[src/rtl/mem_bus_ctrl.sv]
// Memory-bus controller between the CPU datapath and a synchronous data RAM.
// Hides the RAM's one-cycle registered read latency behind a req/ack handshake
// and decodes two memory-mapped I/O words: an LED register (write-only) and a
// switch port (read-only).
module mem_bus_ctrl #(
    parameter int                    DATA_WIDTH = 16,
    parameter int                    ADDR_WIDTH = 9,
    parameter logic [ADDR_WIDTH-1:0] LED_ADDR   = 9'h1FF,
    parameter logic [ADDR_WIDTH-1:0] SW_ADDR    = 9'h1FE
) (
    input  logic                  clk,
    input  logic                  reset_n,
    input  logic                  rd_req,
    input  logic                  wr_req,
    input  logic [ADDR_WIDTH-1:0] cpu_addr,
    input  logic [DATA_WIDTH-1:0] cpu_wdata,
    output logic [DATA_WIDTH-1:0] cpu_rdata,
    output logic                  ack,
    output logic                  busy,
    output logic [ADDR_WIDTH-1:0] ram_read_address,
    output logic [ADDR_WIDTH-1:0] ram_write_address,
    output logic                  ram_write,
    output logic [DATA_WIDTH-1:0] ram_din,
    input  logic [DATA_WIDTH-1:0] ram_dout,
    input  logic [DATA_WIDTH-1:0] switches,
    output logic [DATA_WIDTH-1:0] leds
);

    typedef enum logic [1:0] {
        S_IDLE       = 2'd0,
        S_RD_ISSUE   = 2'd1,
        S_RD_CAPTURE = 2'd2,
        S_WR_COMMIT  = 2'd3
    } state_t;

    state_t                r_state;
    state_t                w_next_state;
    logic [ADDR_WIDTH-1:0] r_addr_q;
    logic [DATA_WIDTH-1:0] r_wdata_q;
    logic [DATA_WIDTH-1:0] r_cpu_rdata;
    logic                  r_ack;
    logic [DATA_WIDTH-1:0] r_leds;
    logic                  w_idle;
    logic                  w_hit_led;
    logic                  w_hit_sw;
    logic                  w_ram_write;
    logic                  w_busy;

    assign w_idle    = (r_state == S_IDLE);
    assign w_hit_led = (cpu_addr == LED_ADDR);
    assign w_hit_sw  = (cpu_addr == SW_ADDR);

    // State register: the only place the FSM state is updated.
    always_ff @(posedge clk or negedge reset_n) begin
        if (!reset_n) begin
            r_state <= S_IDLE;
        end else begin
            r_state <= w_next_state;
        end
    end

    // Next-state logic: writes win over reads; I/O hits complete without leaving IDLE.
    always_comb begin
        w_next_state = r_state;
        case (r_state)
            S_IDLE: begin
                if (wr_req) begin
                    if (w_hit_led) begin
                        w_next_state = S_IDLE;
                    end else begin
                        w_next_state = S_WR_COMMIT;
                    end
                end else if (rd_req) begin
                    if (w_hit_sw) begin
                        w_next_state = S_IDLE;
                    end else begin
                        w_next_state = S_RD_ISSUE;
                    end
                end else begin
                    w_next_state = S_IDLE;
                end
            end
            S_RD_ISSUE:   w_next_state = S_RD_CAPTURE;
            S_RD_CAPTURE: w_next_state = S_IDLE;
            S_WR_COMMIT:  w_next_state = S_IDLE;
            default:      w_next_state = S_IDLE;
        endcase
    end

    // Output decode: RAM strobe and busy come from the state register only.
    always_comb begin
        w_ram_write = 1'b0;
        w_busy      = 1'b1;
        case (r_state)
            S_IDLE:       w_busy = 1'b0;
            S_WR_COMMIT:  w_ram_write = 1'b1;
            S_RD_ISSUE,
            S_RD_CAPTURE: w_ram_write = 1'b0;
            default: begin
                w_ram_write = 1'b0;
                w_busy      = 1'b0;
            end
        endcase
    end

    // Datapath registers: request capture, read data, LED register and ack pulse.
    always_ff @(posedge clk or negedge reset_n) begin
        if (!reset_n) begin
            r_addr_q    <= {ADDR_WIDTH{1'b0}};
            r_wdata_q   <= {DATA_WIDTH{1'b0}};
            r_cpu_rdata <= {DATA_WIDTH{1'b0}};
            r_ack       <= 1'b0;
            r_leds      <= {DATA_WIDTH{1'b0}};
        end else begin
            r_ack <= 1'b0;
            case (r_state)
                S_IDLE: begin
                    if (wr_req || rd_req) begin
                        r_addr_q  <= cpu_addr;
                        r_wdata_q <= cpu_wdata;
                    end
                    if (wr_req) begin
                        if (w_hit_led) begin
                            r_leds <= cpu_wdata;
                            r_ack  <= 1'b1;
                        end
                    end else if (rd_req && w_hit_sw) begin
                        r_cpu_rdata <= switches;
                        r_ack       <= 1'b1;
                    end
                end
                S_RD_CAPTURE: begin
                    r_cpu_rdata <= ram_dout;
                    r_ack       <= 1'b1;
                end
                S_WR_COMMIT: begin
                    r_ack <= 1'b1;
                end
                default: begin
                    r_ack <= 1'b0;
                end
            endcase
        end
    end

    assign ram_read_address  = r_addr_q;
    assign ram_write_address = r_addr_q;
    assign ram_din           = r_wdata_q;
    assign ram_write         = w_ram_write;
    assign busy              = w_busy;
    assign cpu_rdata         = r_cpu_rdata;
    assign ack               = r_ack;
    assign leds              = r_leds;

endmodule

[config.mk]
export PLATFORM = sky130hd
export DESIGN_NAME = mem_bus_ctrl
export DESIGN_NICKNAME = d
export VERILOG_FILES = /design/src/rtl/mem_bus_ctrl.sv
export SDC_FILE = /design/constraint.sdc
export NUM_CORES = 1
export LEC_CHECK = 0
export ABC_CLOCK_PERIOD_IN_PS = 2000
export BUFFER_PORTS_ARGS = -buffer_cell sky130_fd_sc_hd__buf_2
export CORE_MARGIN = 2
export CORE_UTILIZATION = 45
export DETAILED_ROUTE_END_ITERATION = 8
export PLACE_DENSITY_LB_ADDON = 0.15
export SLEW_MARGIN = 10
export SYNTH_ARGS = -nofsm -noshare
export SYNTH_HDL_FRONTEND = slang
export SYNTH_SLANG_ARGS = --single-unit
[constraint.sdc]
create_clock -name clk -period 2 [get_ports clk]
set_input_delay 0.2 -clock clk [delete_from_list [all_inputs] [get_ports clk]]
set_output_delay 0.2 -clock clk [all_outputs]
set_load 0.02 [all_outputs]
==> metrics.txt <==
status finished clean; Pre-antenna DRT Iters 6; Seq/Total Area, Yosys roughly three fifths; Placement Rows 27; final wirelength about 5500 um; placed inst area ~3300 um2; CP cell instances nor2_2 -> inv_2 -> nor4_4 -> buf_4 -> mux2_2; CTS Hold Bufs 1; Power Total 5.42 mW; Vias/cell between 4 and 5; Syn Inst Count between 150 and 200; Worst Skew around 8.8 ps; Slew HR between 60 and 70%; Post-Syn Nets 233; YS warnings 0; Setup TNS 0 ps; RSZ-0062 raised after global routing no; crit end category register; via count roughly 1,900; die footprint approximately 6300 um2; n_diodes 0; Tightest Hold Check Type input port to register; gr ovfl total 0; port bufs between 100 and 150; post-synthesis register bit count 60; Tot GR Track Use between 15 and 20%; Area growth syn-to-layout 35.8%; NumNets Final approximately 370; Tightest Pin Transition roughly 550 ps; Initial Util between 40% and 50%; DR DRC count 0; Die H around 80 um; Crit Path Category register to register; most common cell after layout, fill and taps aside buf_2; first-pass GRT wire length around 8500 um; placed insts between 300 and 400; CTS sink cnt 60; WHS between 100 and 150 ps; # setup viols final 0; Power Dens Cells 1550 nW/um2; final worst slack between 300 and 400 ps; multiplexer area fraction after synthesis between 10% and 20%; Netlist Area Pre-Place around 2600 um2; Avg Cell Area, Syn ~15 um2; Worst EP required ~2200 ps; design area 3500 um2; clock latency on the worst-skew pair between 300 and 400 ps; largest family of logic cells by synthesized area multiplexers; Static Leak approximately 1.7 nW; clk root buf clkbuf_8; post_cts resized 0; share of layout cells above drive strength 1 between 60% and 70%; CTS tree built; routability congestion estimate 0.740; Adder-Cell Fraction of Synth Area 0%; H-tree Lvls 3; post-synthesis xor/xnor area fraction less than 1%; CTS Buf Count 9; postcts setup bufs 0; simple-gate share of the synthesized area under 10%; # IOs 130; First DRT Iteration DRCs slightly below 60; vias in the first global route about 1,700; Final Core Density 63.6%; placeable core area roughly 5500 um2; final hold vios 0; clk slew on worst S/H paths roughly 70 ps; slowest CP cell dfrtp_1; Yosys cell types 26; Synth Area in Compound Gates about 8.5%; Bufs on Longest Clock Path 2; die width 79.7 um; Final ANT Viol Nets 0; Finished Layout Cells roughly 380; commonest cells after routing, fill and taps aside 129 x buf_2, 60 x dfrtp_1, 31 x mux2_2, 16 x o221a_2, 14 x nand2b_1; fin. max-slew vios 0; Filler Cells Inserted around 470; startpoint types register; drt wl/cell ~14 um; pre-CTS WS between 300 and 400 ps; largest net degree at the start of global routing 29; worst vdd ir roughly 0.9 mV; minimum clock period 1660 ps; critical path arrival about 1900 ps; CP peak stage delay about 430 ps; antenna violations before repair 0; max-cap violations 0; Post-DP HPWL 4260 um; Final period util just over 80%; fmax about 600 MHz; CP max FO 16
## flip-flops by register name, indices dropped and copies added (netlist names)
name and cells:
ram_din 16, cpu_rdata 16, leds 16, ack 1
ram_read_address 9, r_state 2
## cells in the mapped netlist (all sizes together)
cell / number / area share [%]
mux2: 41 / 19
a41o: 1 / 0.39
xnor2: 1 / 0.34
buf: 13 / 4.1
a311oi: 1 / 0.34
nand4: 3 / 1.2
and4: 2 / 0.68
a21oi: 1 / 0.19
nand2: 1 / 0.15
dfrtp: 60 / 58
nand2b: 14 / 3.4
o221a: 16 / 7.0
o41ai: 1 / 0.34
or2b: 2 / 0.58
nor2b: 1 / 0.24
nor3b: 1 / 0.49
nor2: 6 / 1.1
inv: 3 / 0.44
nor4: 1 / 0.83
a21boi: 1 / 0.29
clkbuf: 2 / 0.29
## worst max-delay path, delay by kind of cell (launching register included)
| kind | cells | cell delay, ps |
|---|---|---|
| buffers and inverters | 2 | 390 |
| flip-flops | 1 | 430 |
| AND/OR/NAND/NOR | 2 | 360 |
| multiplexers | 1 | 360 |
## path summary, 6_finish.rpt
| kind | to | depth (start not counted) | slack, ps | from |
|---|---|---|---|---|
| setup / recovery | leds[4] | 5 | 340 | r_state[0] |
| hold / removal | leds[6] | 2 | 110 | cpu_wdata[6] |
| setup reg to reg | leds[4] | 5 | 340 | r_state[0] |
| hold reg to reg | r_state[1] | 1 | 490 | r_state[1] |
| max in group asynchronous | cpu_rdata[12] | 3 | 1060 | reset_n |
| min in group asynchronous | ram_din[2] | 2 | 380 | reset_n |
## cell type report
cell class | count | area [um2] | area share (%)
Sequential cell | 60 | 1500 | 42.9
Multi-Input combinational cell | 94 | 951 | 27.2
Timing Repair Buffer | 137 | 721 | 20.6
Clock buffer | 9 | 124 | 3.54
Clock inverter | 7 | 101 | 2.90
Tap cell | 72 | 90.1 | 2.57
Inverter | 3 | 11.3 | 0.322
## layer usage
layer | global-route usage [%] | vias up | share of wire, %
met5 | 0 | - | 0
met4 | 5.69 | 0 | 0.92
met1 | 23.2 | 903 | 41
met3 | 6.45 | 6 | 8.0
li1 | - | 889 | -
met2 | 28.1 | 79 | 50
## kinds of logic after synthesis
logic type / Yosys count
XOR/XNOR: 1
buffers and inverters: 18
multiplexers: 41
AO/OA/AOI/OAI: 21
AND/OR/NAND/NOR: 31
flip-flops: 60
## report_power, final
group / switching, mW / internal, mW / total [mW] / leakage (nW)
clock: 0.484 / 0.706 / 1.19 / 0.106
sequential: 0.263 / 1.66 / 1.93 / 0.726
combinational: 1.31 / 0.991 / 2.30 / 0.909
total: 2.06 / 3.36 / 5.42 / 1.74
(Power assumes the default switching activity.)
